--- config.mk ---
export PLATFORM = sky130hd
export DESIGN_NAME = dpram_stream_fifo_flat
export DESIGN_NICKNAME = d
export VERILOG_FILES = /design/src/rtl/dpram_stream_fifo_pkg.sv /design/src/rtl/dpram_stream_fifo_if.sv /design/src/rtl/dpram_skid2.sv /design/src/rtl/dpram_stream_fifo.sv /design/src/flat_wrapper.sv
export SDC_FILE = /design/constraint.sdc
export NUM_CORES = 1
export LEC_CHECK = 0
export ABC_AREA = 1
export CAP_MARGIN = 20
export CORE_ASPECT_RATIO = 1.5
export CORE_MARGIN = 4
export CORE_UTILIZATION = 55
export DETAILED_ROUTE_END_ITERATION = 10
export GPL_ROUTABILITY_DRIVEN = 1
export PLACE_DENSITY = 0.85
export SLEW_MARGIN = 20
export SYNTH_ARGS = -nofsm -noshare
export SYNTH_HDL_FRONTEND = slang
export SYNTH_SLANG_ARGS = --single-unit
export TNS_END_PERCENT = 5
--- constraint.sdc ---
create_clock -name clock -period 14.2 [get_ports clock]
set_input_delay 2.84 -clock clock [delete_from_list [all_inputs] [get_ports clock]]
set_output_delay 2.84 -clock clock [all_outputs]
set_load 0.03 [all_outputs]
--- src/rtl/dpram_stream_fifo_pkg.sv ---
// Shared sizes for the RAM-backed stream FIFO and its skid output stage.
package dpram_fifo_pkg;
  localparam int DATA_WIDTH_DEF = 16;
  localparam int ADDR_WIDTH_DEF = 10;
  localparam int DEPTH          = 2**ADDR_WIDTH_DEF;
  localparam int PTR_WIDTH      = ADDR_WIDTH_DEF + 1;
  localparam int COUNT_WIDTH    = ADDR_WIDTH_DEF + 1;
  localparam int SKID_DEPTH     = 2;
  localparam int SKID_CNT_W     = $clog2(SKID_DEPTH + 1);

  typedef logic [PTR_WIDTH-1:0]   ptr_t;
  typedef logic [COUNT_WIDTH-1:0] count_t;
endpackage

--- src/rtl/dpram_stream_fifo_if.sv ---
// Valid/ready stream pair seen by the FIFO: producer side in, consumer side out.
interface dpram_stream_fifo_if
  import dpram_fifo_pkg::*;
#(
  parameter int DATA_WIDTH = DATA_WIDTH_DEF
);
  logic [DATA_WIDTH-1:0] in_data;
  logic                  in_valid;
  logic                  in_ready;
  logic [DATA_WIDTH-1:0] out_data;
  logic                  out_valid;
  logic                  out_ready;

  modport master (
    output in_data, in_valid, out_ready,
    input  in_ready, out_data, out_valid
  );

  modport slave (
    input  in_data, in_valid, out_ready,
    output in_ready, out_data, out_valid
  );
endinterface

--- src/rtl/dpram_skid2.sv ---
// Two-entry register FIFO that absorbs RAM read data; head register drives the consumer.
module dpram_skid2
  import dpram_fifo_pkg::*;
#(
  parameter int DATA_WIDTH = DATA_WIDTH_DEF
)
(
  input  logic                  clock,
  input  logic                  reset,
  input  logic                  clear,
  input  logic                  push,
  input  logic [DATA_WIDTH-1:0] push_data,
  input  logic                  pop,
  output logic [DATA_WIDTH-1:0] head_data,
  output logic                  head_valid,
  output logic [SKID_CNT_W-1:0] skid_count
);
  localparam logic [SKID_CNT_W-1:0] CNT_ZERO = '0;
  localparam logic [SKID_CNT_W-1:0] CNT_ONE  = SKID_CNT_W'(1);
  localparam logic [SKID_CNT_W-1:0] CNT_FULL = SKID_CNT_W'(SKID_DEPTH);

  logic [DATA_WIDTH-1:0] tail_data;
  logic [SKID_CNT_W-1:0] cnt_next;
  logic                  pop_ok;

  assign pop_ok = pop && head_valid;

  always_comb begin
    cnt_next = skid_count;
    if (push && !pop_ok)
      cnt_next = skid_count + CNT_ONE;
    else if (!push && pop_ok)
      cnt_next = skid_count - CNT_ONE;
  end

  always_ff @(posedge clock or posedge reset) begin
    if (reset) begin
      skid_count <= CNT_ZERO;
      head_valid <= 1'b0;
    end else if (clear) begin
      skid_count <= CNT_ZERO;
      head_valid <= 1'b0;
    end else begin
      skid_count <= cnt_next;
      head_valid <= (cnt_next != CNT_ZERO);
    end
  end

  // Data registers carry no reset; occupancy alone says what is meaningful.
  always_ff @(posedge clock) begin
    if (push && (skid_count == CNT_ZERO || (pop_ok && skid_count == CNT_ONE)))
      head_data <= push_data;
    else if (pop_ok && skid_count == CNT_FULL)
      head_data <= tail_data;
    if (push && ((skid_count == CNT_ONE && !pop_ok) || (skid_count == CNT_FULL && pop_ok)))
      tail_data <= push_data;
  end

  a_no_push_when_full : assert property (@(posedge clock) disable iff (reset)
    !(push && !clear && !pop_ok && skid_count == CNT_FULL));
endmodule

--- src/rtl/dpram_stream_fifo.sv ---
// Stream FIFO controller: writes accepted words to RAM port a, reads port b into a skid stage.
module dpram_stream_fifo
  import dpram_fifo_pkg::*;
#(
  parameter int DATA_WIDTH = DATA_WIDTH_DEF,
  parameter int ADDR_WIDTH = ADDR_WIDTH_DEF
)
(
  input  logic                  clock,
  input  logic                  reset,
  input  logic                  clear,
  dpram_stream_fifo_if.slave    stream,
  output logic [ADDR_WIDTH:0]   count,
  output logic [DATA_WIDTH-1:0] ram_data_a,
  output logic [ADDR_WIDTH-1:0] ram_addr_a,
  output logic                  ram_we_a,
  output logic [DATA_WIDTH-1:0] ram_data_b,
  output logic [ADDR_WIDTH-1:0] ram_addr_b,
  output logic                  ram_we_b,
  input  logic [DATA_WIDTH-1:0] ram_q_b
);
  localparam int PW = ADDR_WIDTH + 1;
  localparam int CW = ADDR_WIDTH + 2;
  localparam logic [PW-1:0] RAM_DEPTH = {1'b1, {ADDR_WIDTH{1'b0}}};

  logic [PW-1:0]         wr_ptr, rd_ptr, wr_ptr_next, rd_ptr_next, used;
  logic                  ram_full, ram_avail, accept, issue, pop, credit_ok;
  logic                  rd_vld_p1;
  logic [ADDR_WIDTH-1:0] rd_addr_p1;
  logic [SKID_CNT_W-1:0] skid_count;
  logic [DATA_WIDTH-1:0] head_data;
  logic                  head_valid;
  logic [CW-1:0]         skid_next, occ_next;

  function automatic logic [ADDR_WIDTH:0] sat_count(input logic [CW-1:0] v);
    return v[CW-1] ? {(ADDR_WIDTH+1){1'b1}} : v[ADDR_WIDTH:0];
  endfunction

  assign used            = wr_ptr - rd_ptr;
  assign ram_full        = (used == RAM_DEPTH);
  assign ram_avail       = (wr_ptr != rd_ptr);

  assign stream.in_ready = !ram_full && !reset;
  assign accept          = stream.in_valid && stream.in_ready && !clear;
  assign ram_we_a        = accept;
  assign ram_addr_a      = wr_ptr[ADDR_WIDTH-1:0];
  assign ram_data_a      = stream.in_data;

  // A read may issue only if the skid stage is guaranteed room when its data lands.
  assign pop       = head_valid && stream.out_ready;
  assign credit_ok = (3'(skid_count) + 3'(rd_vld_p1)) < (3'd2 + 3'(pop));
  assign issue     = ram_avail && credit_ok && !clear;

  assign ram_addr_b = issue ? rd_ptr[ADDR_WIDTH-1:0] : rd_addr_p1;
  assign ram_data_b = '0;
  assign ram_we_b   = 1'b0;

  assign wr_ptr_next = wr_ptr + PW'(accept);
  assign rd_ptr_next = rd_ptr + PW'(issue);
  assign skid_next   = CW'(skid_count) + CW'(rd_vld_p1) - CW'(pop);
  assign occ_next    = CW'(wr_ptr_next - rd_ptr_next) + CW'(issue) + skid_next;

  // Stage p0 -> p1: pointer update and read issue; RAM registers q_b meanwhile.
  always_ff @(posedge clock or posedge reset) begin
    if (reset) begin
      wr_ptr    <= '0;
      rd_ptr    <= '0;
      rd_vld_p1 <= 1'b0;
      count     <= '0;
    end else if (clear) begin
      wr_ptr    <= '0;
      rd_ptr    <= '0;
      rd_vld_p1 <= 1'b0;
      count     <= '0;
    end else begin
      wr_ptr    <= wr_ptr_next;
      rd_ptr    <= rd_ptr_next;
      rd_vld_p1 <= issue;
      count     <= sat_count(occ_next);
    end
  end

  always_ff @(posedge clock) begin
    if (issue)
      rd_addr_p1 <= rd_ptr[ADDR_WIDTH-1:0];
  end

  // Stage p1 -> p2: returned RAM word enters the skid stage.
  dpram_skid2 #(
    .DATA_WIDTH (DATA_WIDTH)
  ) u_skid (
    .clock      (clock),
    .reset      (reset),
    .clear      (clear),
    .push       (rd_vld_p1),
    .push_data  (ram_q_b),
    .pop        (pop),
    .head_data  (head_data),
    .head_valid (head_valid),
    .skid_count (skid_count)
  );

  assign stream.out_data  = head_data;
  assign stream.out_valid = head_valid;

  a_no_write_when_full : assert property (@(posedge clock) disable iff (reset)
    !(ram_we_a && ram_full));
endmodule

--- src/flat_wrapper.sv ---
// flat-port wrapper written by rule: the top's interface ports become plain ports
module dpram_stream_fifo_flat import dpram_fifo_pkg::*;
#(
  parameter int DATA_WIDTH = DATA_WIDTH_DEF,
  parameter int ADDR_WIDTH = ADDR_WIDTH_DEF
)
  (clock, reset, clear, count, ram_data_a, ram_addr_a, ram_we_a, ram_data_b, ram_addr_b, ram_we_b, ram_q_b, stream_in_data, stream_in_valid, stream_out_ready, stream_in_ready, stream_out_data, stream_out_valid);
  dpram_stream_fifo_if #(.DATA_WIDTH(DATA_WIDTH)) stream_i ();
  input  logic clock;
  input  logic reset;
  input  logic clear;
  output logic [ADDR_WIDTH:0] count;
  output logic [DATA_WIDTH-1:0] ram_data_a;
  output logic [ADDR_WIDTH-1:0] ram_addr_a;
  output logic ram_we_a;
  output logic [DATA_WIDTH-1:0] ram_data_b;
  output logic [ADDR_WIDTH-1:0] ram_addr_b;
  output logic ram_we_b;
  input  logic [DATA_WIDTH-1:0] ram_q_b;
  input wire logic [$bits(stream_i.in_data)-1:0] stream_in_data;
  input wire logic [$bits(stream_i.in_valid)-1:0] stream_in_valid;
  input wire logic [$bits(stream_i.out_ready)-1:0] stream_out_ready;
  output wire logic [$bits(stream_i.in_ready)-1:0] stream_in_ready;
  output wire logic [$bits(stream_i.out_data)-1:0] stream_out_data;
  output wire logic [$bits(stream_i.out_valid)-1:0] stream_out_valid;
  assign stream_i.in_data = stream_in_data;
  assign stream_i.in_valid = stream_in_valid;
  assign stream_i.out_ready = stream_out_ready;
  assign stream_in_ready = stream_i.in_ready;
  assign stream_out_data = stream_i.out_data;
  assign stream_out_valid = stream_i.out_valid;
  dpram_stream_fifo #(.DATA_WIDTH(DATA_WIDTH), .ADDR_WIDTH(ADDR_WIDTH)) u_core (.clock(clock), .reset(reset), .clear(clear), .stream(stream_i), .count(count), .ram_data_a(ram_data_a), .ram_addr_a(ram_addr_a), .ram_we_a(ram_we_a), .ram_data_b(ram_data_b), .ram_addr_b(ram_addr_b), .ram_we_b(ram_we_b), .ram_q_b(ram_q_b));
endmodule
==> results of run 1 <==
==> area by class of cell <==
type                            count  area share
Clock buffer                        9     0.03810
Clock inverter                      7    0.009524
Inverter                          106     0.06730
Multi-Input combinational cell    367      0.3877
Sequential cell                    79      0.3530
Tap cell                          110     0.02328
Timing Repair Buffer               72      0.1211
==> registers in the layout, indices dropped and copies added (netlist names) <==
register and count:
u_core.u_skid.head_data 16, u_core.u_skid.tail_data 16, u_core.count 11, u_core.rd_ptr 11
u_core.wr_ptr 11, u_core.rd_addr_p1 10, u_core.u_skid.skid_count 2, u_core.rd_vld_p1 1
u_core.u_skid.head_valid 1
==> final timing paths <==
kind,end,slack (ps),cells past startpoint,start
max,ram_addr_b[0],5580,7,clear
min,u_core.rd_addr_p1[0],460,2,u_core.rd_addr_p1[0]
max reg2reg,u_core.count[4],8650,30,u_core.rd_vld_p1
min reg2reg,u_core.rd_addr_p1[0],460,2,u_core.rd_addr_p1[0]
max in group asynchronous,u_core.count[9],10890,3,reset
min in group asynchronous,u_core.wr_ptr[4],2980,3,reset
==> layout by cell type (no fill, tap or decap) <==
cell	n
nand2_1	119
inv_1	106
clkdlybuf4s50_1	70
nor2_1	49
ha_1	48
dfrtp_1	37
edfxtp_1	32
nand3_1	21
a21oi_1	20
xor2_1	20
conb_1	17
mux2_2	16
o21ai_0	14
dfxtp_1	10
nand4_1	9
clkbuf_16	9
xnor2_1	8
nor3_1	5
fa_1	4
nand2_2	3
clkinvlp_4	3
o21bai_1	2
nor3_2	2
o21ai_2	2
inv_6	2
buf_4	2
nand3_2	1
nor3b_2	1
a21o_1	1
a211o_1	1
a31oi_1	1
o21ai_1	1
a211oi_1	1
or2_2	1
inv_8	1
clkinv_2	1
==> kinds of logic (layout without fill, tap and decap cells) <==
| logic type | after synthesis | in the layout | synth area share |
|---|---|---|---|
| adder cells (fa/ha/maj) | 52 | 52 | 0.1338 |
| AO/OA/AOI/OAI | 43 | 43 | 0.04674 |
| buffers and inverters | 157 | 194 | 0.1508 |
| AND/OR/NAND/NOR | 211 | 211 | 0.1739 |
| other | 1 | 17 | 0.0007373 |
| multiplexers | 16 | 16 | 0.03542 |
| XOR/XNOR | 28 | 28 | 0.04822 |
| flip-flops | 79 | 79 | 0.4103 |
==> metrics by stage <==
step / total power [mW] / area [sq um] / utilization / hold slack, ps / worst slack, ps
2_1_floorplan: 0.5129 / 5146 / - / 498.0 / 7152
6_report: 0.8090 / 5912 / 0.6618 / 463.1 / 5578
5_1_grt: 0.8601 / 5912 / 0.6618 / 514.7 / 5299
4_1_cts: 0.8179 / 5912 / 0.6618 / 466.7 / 5565
3_5_place_dp: 0.5941 / 5630 / 0.6303 / 447.4 / 5568
3_3_place_gp: 0.5848 / 5630 / 0.6303 / 449.5 / 5705
==> power groups by stage <==
| stage | registers [mW] | logic (mW) | clock network, mW |
|---|---|---|---|
| floorplan | 0.332 | 0.180 | 0 |
| global placement | 0.289 | 0.296 | 0 |
| detailed placement | 0.289 | 0.305 | 0 |
| CTS | 0.285 | 0.307 | 0.225 |
| global route | 0.288 | 0.338 | 0.234 |
| finish | 0.285 | 0.305 | 0.220 |
==> metal layers <==
layer,GRT usage,part of all wire,wire [um]
met1,0.2308,0.38,4019
met2,0.3720,0.54,5760
met3,0.04379,0.055,577
met5,0,0,0
met4,0.08165,0.022,228
==> critical path, cell delays in order <==
cell	delay (ps)
clkdlybuf4s50_1	920
nor3_1	410
nand2_1	450
inv_1	310
nand2_1	80
nand2_1	70
clkdlybuf4s50_1	690
==> out/qor.csv, run 1 <==
stage,metric,value,unit
grt,GRT overflow,0,
final_layout,multi-input logic area,2292,sq um
yosys,Ys Warns,0,
clock_network,"CTS clk-pin slew, worst paths",60,ps
timing,Final Hold Fails,0,
clock_network,# H-tree levels,3,
final_layout,Nets,724,
yosys,commonest cells in the netlist,"119 x nand2_1, 106 x inv_1, 49 x nor2_1, 48 x ha_1, 44 x buf_4",
grt,GRT Total Usage,0.2060,
yosys,Post-synth EDFFs,32,
clock_network,hold buffers post-CTS,0,
final_layout,area delta synth->final,16.24,%
timing,Max Freq,116.0,MHz
grt,initial antenna violation count,0,
power,P_int,0.5105,mW
timing,Setup Skew,8.552,ps
clock_network,Max Root-Sink Buffers,2,
setup_path,WS Path Type,in -> out,
die,Die X,86.52,um
clock_network,worst skew pair latency,340,ps
die,row cnt,42,
final_layout,FF+latch area,2087,sq um
yosys,Synth Register Bits,79,
grt,number of global-route vias before repair,3984,
timing,count of pins over their slew limit,0,
clock_network,total CTS buffers,9,
setup_path,Worst EP required,11360,ps
timing,setup TNS,0,ps
die,die height,125.8,um
yosys,"Top FF cell, synth",dfrtp_1,
yosys,Syn Area/Cell,8.665,sq um
die,core area,8934,sq um
clock_network,post-CTS setup buffer count,0,
die,DIE AREA,10880,sq um
grt,first-pass GRT wire length,17820,um
place,Port Buffer Count,70,
setup_path,Critical Path Start Type,primary input,
yosys,"Distinct cells, synth",33,
clock_network,clock root cell,clkbuf_16,
grt,largest net degree at the start of global routing,38,
route,DRC,0,
yosys,Syn Inst Count,587,
route,final WL,10590,um
timing,Worst Tran Pin Value,979.7,ps
power,switching share of power,0.3690,
die,initial core utilization,0.5693,
timing,fin crit share,0.6072,
setup_path,CP endpoint kind,output port,
power,Comb pwr share,0.377,
final_layout,fill count,692,
final_layout,share of layout cells above drive strength 1,0.06875,
job,max_cap viols,0,
route,Vias,3843,
clock_network,CTS tree,built,
die,# IOs,120,
timing,Final Setup Violations,0,
yosys,top post-synthesis cells by area,"edfxtp_1 19%, dfrtp_1 18%, ha_1 12%, nand2_1 8.8%, inv_1 7.8%",
route,Via density,5.124,
clock_network,TritonCTS Sinks,79,
route,drt first pass iters,5,
route,ANT nets after route,0,
route,drt wl/cell,14.11,um
yosys,sequential share of the synthesized area,0.4103,
yosys,Synth Cell Area,5086,sq um
yosys,Post-synth ARST share,0.4684,
yosys,most common cell in the synthesized netlist,nand2_1,
timing,Slew HR,0.3448,
final_layout,Non-Filler Instances,750,
status,run status,"complete, no violations",
clock_network,PostCTS Resize Cnt,0,
power,Peak VDD IR,0.09863,mV
timing,fin crit period,8622,ps
yosys,post-synth top area share,0.1889,
power,sw power,0.2985,mW
hold_path,Hold Crit Class,reg -> reg,
setup_path,CP Max Fanout,27,
power,total power per unit cell area,136.8,nW/um^2
yosys,Yosys top cell by area,edfxtp_1,
place,Placer Congestion,0.8974,
setup_path,Worst Path Arrival,5780,ps
place,Placed Instances,734,
power,sequential power share,0.352,
route,initial DRC count,229,
power,P_leak,2.969,nW
timing,RSZ-0062 raised after global routing,no,
final_layout,# diodes,0,
place,Final HPWL DP,8099,um
power,clock share of power,0.271,
Note: power is estimated with default switching activity, not from simulation.
==> run 2: changes to the inputs <==
- CORE_UTILIZATION: 55 -> 51
- PLACE_DENSITY: 0.85 -> 0.8
- clock period: 14.2 -> 8.1 ns (I/O delays scaled with it)
==> run 2 against run 1 <==
Against the previous run: clock skew down 0.77 ps; register-to-register slack worse by 6100 ps; via count about the same; routed wire length is 0.22% higher; sequential share of layout area is 0.26 points lower; clock-buffer cell count unchanged; utilization decreased by 4.7 points; hold slack gained 18 ps; cell count grew 0.80%; critical path depth is 23 higher; sequential power grew 76%; non-clock buffer count increased by 1.
==> out/qor.csv, run 2 (synthesis results as in run 1) <==
stage,metric,value,unit,change
place,Port Buffer Count,70,,unchanged
grt,largest net degree at the start of global routing,38,,unchanged
clock_network,total CTS buffers,9,,unchanged
power,switching share of power,0.3656,,was 0.3690
job,max_cap viols,0,,unchanged
timing,Worst Tran Pin Value,858.6,ps,was 979.7 ps
final_layout,area delta synth->final,17.10,%,was 16.24%
final_layout,fill count,756,,was 692
die,initial core utilization,0.5249,,was 0.5693
timing,Final Hold Fails,0,,unchanged
route,Vias,3841,,was 3843
setup_path,Slowest Stage Delay on Critical Path,450,ps,was 920 ps
route,drt wl/cell,14.03,um,was 14.11 um
timing,fin crit share,0.8002,,
die,core area,9689,sq um,was 8934 sq um
clock_network,hold buffers post-CTS,0,,unchanged
place,pre-CTS WS,1366,ps,was 5568 ps
place,Placer Congestion,0.8127,,was 0.8974
route,DRC,0,,unchanged
power,overall power,1.469,mW,was 0.8090 mW
grt,GRT Total Usage,0.1888,,was 0.2060
power,P_leak,2.994,nW,was 2.969 nW
setup_path,Worst EP required,8330,ps,was 11360 ps
final_layout,"commonest cells after routing, fill and taps aside","119 x nand2_1, 106 x inv_1, 70 x clkdlybuf4s50_1",,unchanged
clock_network,post-CTS setup buffer count,0,,unchanged
die,die height,130.3,um,was 125.8 um
place,Placed Instances,740,,was 734
power,Comb pwr share,0.371,,was 0.377
final_layout,"commonest non-fill, non-tap cell in the layout",nand2_1,,unchanged
clock_network,"CTS clk-pin slew, worst paths",70,ps,was 60 ps
timing,Setup Skew,7.783,ps,was 8.552 ps
route,drt first pass iters,4,,was 5
setup_path,Worst Path Arrival,6710,ps,was 5780 ps
power,sequential power share,0.342,,was 0.352
final_layout,multi-input logic area,2292,sq um,unchanged
clock_network,PostCTS Resize Cnt,0,,unchanged
grt,GRT overflow,0,,unchanged
timing,hold_ws,481.1,ps,was 463.1 ps
final_layout,FF+latch area,2087,sq um,unchanged
hold_path,Hold Crit Class,reg -> reg,,unchanged
setup_path,WS Path Type,in -> reg,,was in -> out
clock_network,worst skew pair latency,340,ps,about the same
setup_path,CP endpoint kind,register,,was output port
power,Peak VDD IR,0.1951,mV,was 0.09863 mV
grt,initial antenna violation count,0,,unchanged
power,total power per unit cell area,246.7,nW/um^2,was 136.8 nW/um^2
route,initial DRC count,190,,was 229
grt,number of global-route vias before repair,3779,,was 3984
grt,first-pass GRT wire length,17060,um,was 17820 um
timing,Slew HR,0.4275,,was 0.3448
status,run status,"complete, no violations",,unchanged
die,row cnt,44,,was 42
clock_network,# H-tree levels,3,,unchanged
die,DIE AREA,11670,sq um,was 10880 sq um
clock_network,clock root cell,clkbuf_16,,unchanged
final_layout,Non-Filler Instances,756,,was 750
clock_network,CTS tree,built,,unchanged
clock_network,Max Root-Sink Buffers,2,,unchanged
power,sw power,0.5372,mW,was 0.2985 mW
final_layout,share of layout cells above drive strength 1,0.07020,,was 0.06875
power,P_int,0.9321,mW,was 0.5105 mW
place,Final HPWL DP,8216,um,was 8099 um
setup_path,cell mode on critical path,inv_1,,was nand2_1
route,Via density,5.081,,was 5.124
timing,worst setup margin,1618,ps,was 5578 ps
final_layout,Nets,725,,was 724
timing,RSZ-0062 raised after global routing,no,,unchanged
timing,Final Setup Violations,0,,unchanged
setup_path,Critical Path Start Type,primary input,,unchanged
timing,count of pins over their slew limit,0,,unchanged
final_layout,biggest regs,"u_core.u_skid.head_data (16), u_core.u_skid.tail_data (16)",,unchanged
timing,setup TNS,0,ps,unchanged
clock_network,TritonCTS Sinks,79,,unchanged
route,ANT nets after route,0,,unchanged
final_layout,# diodes,0,,unchanged
timing,Max Freq,154.3,MHz,
route,final WL,10610,um,was 10590 um
die,Die X,89.54,um,was 86.52 um
setup_path,CP Max Fanout,21,,was 27
power,clock share of power,0.287,,was 0.271
setup_path,"Slowest-stage cell, CP",clkdlybuf4s50_1,,unchanged
die,# IOs,120,,unchanged
timing,fin crit period,6482,ps,
==> run 2: changes by cell type in the layout (fill, tap and decap cells not counted), sizes merged <==
cell,before,now
inv,109,111
bufinv,0,1
buf,2,3
clkinvlp,3,1
clkinv,1,0
==> run 2: worst max-delay path, delay by kind of cell <==
family / cells / cell delay (ps)
simple gates: 15 / 2320
fa+ha+maj: 5 / 1240
buf+inv: 8 / 1220
xor+xnor: 1 / 220
compound gates: 1 / 90
==> run 2: worst paths after layout <==
| kind | startpoint | endpoint | slack [ps] | depth (start not counted) |
|---|---|---|---|---|
| worst max-delay path | stream_out_ready | u_core.count[8] | 1620 | 30 |
| worst min-delay path | u_core.rd_addr_p1[0] | u_core.rd_addr_p1[0] | 480 | 2 |
| worst max register to register | u_core.rd_ptr[6] | u_core.count[8] | 2590 | 33 |
| worst min register to register | u_core.rd_addr_p1[0] | u_core.rd_addr_p1[0] | 480 | 2 |
| max in group asynchronous | reset | u_core.count[10] | 6000 | 3 |
| min in group asynchronous | reset | u_core.rd_ptr[2] | 1760 | 3 |
==> run 2: final cells by class <==
cell class,instances,area share
Inverter,106,0.06681
Multi-Input combinational cell,367,0.3849
Timing Repair Buffer,73,0.1214
Sequential cell,79,0.3504
Clock inverter,7,0.01450
Clock buffer,9,0.03782
Tap cell,115,0.02416
==> run 2: through the flow <==
step | cell area [sq um] | util
after CTS | 5956 | 0.6147
after floorplan | 5146 | -
after detailed placement | 5644 | 0.5825
after global routing | 5956 | 0.6147
final | 5956 | 0.6147
after global placement | 5644 | 0.5825
==> run 2: power by group through the flow <==
stage / clock (mW) / combinational (mW) / sequential [mW]
floorplan: 0 / 0.316 / 0.583
global placement: 0 / 0.522 / 0.509
detailed placement: 0 / 0.539 / 0.508
CTS: 0.427 / 0.546 / 0.503
global route: 0.444 / 0.593 / 0.506
finish: 0.422 / 0.545 / 0.502
==> run 2: routing by layer <==
layer	global-route usage	vias to the layer above	wire length (um)
met5	0	-	0
met4	0.09290	0	360
met3	0.03474	29	497
met2	0.3328	94	5497
met1	0.2135	1822	4253
li1	-	1896	-
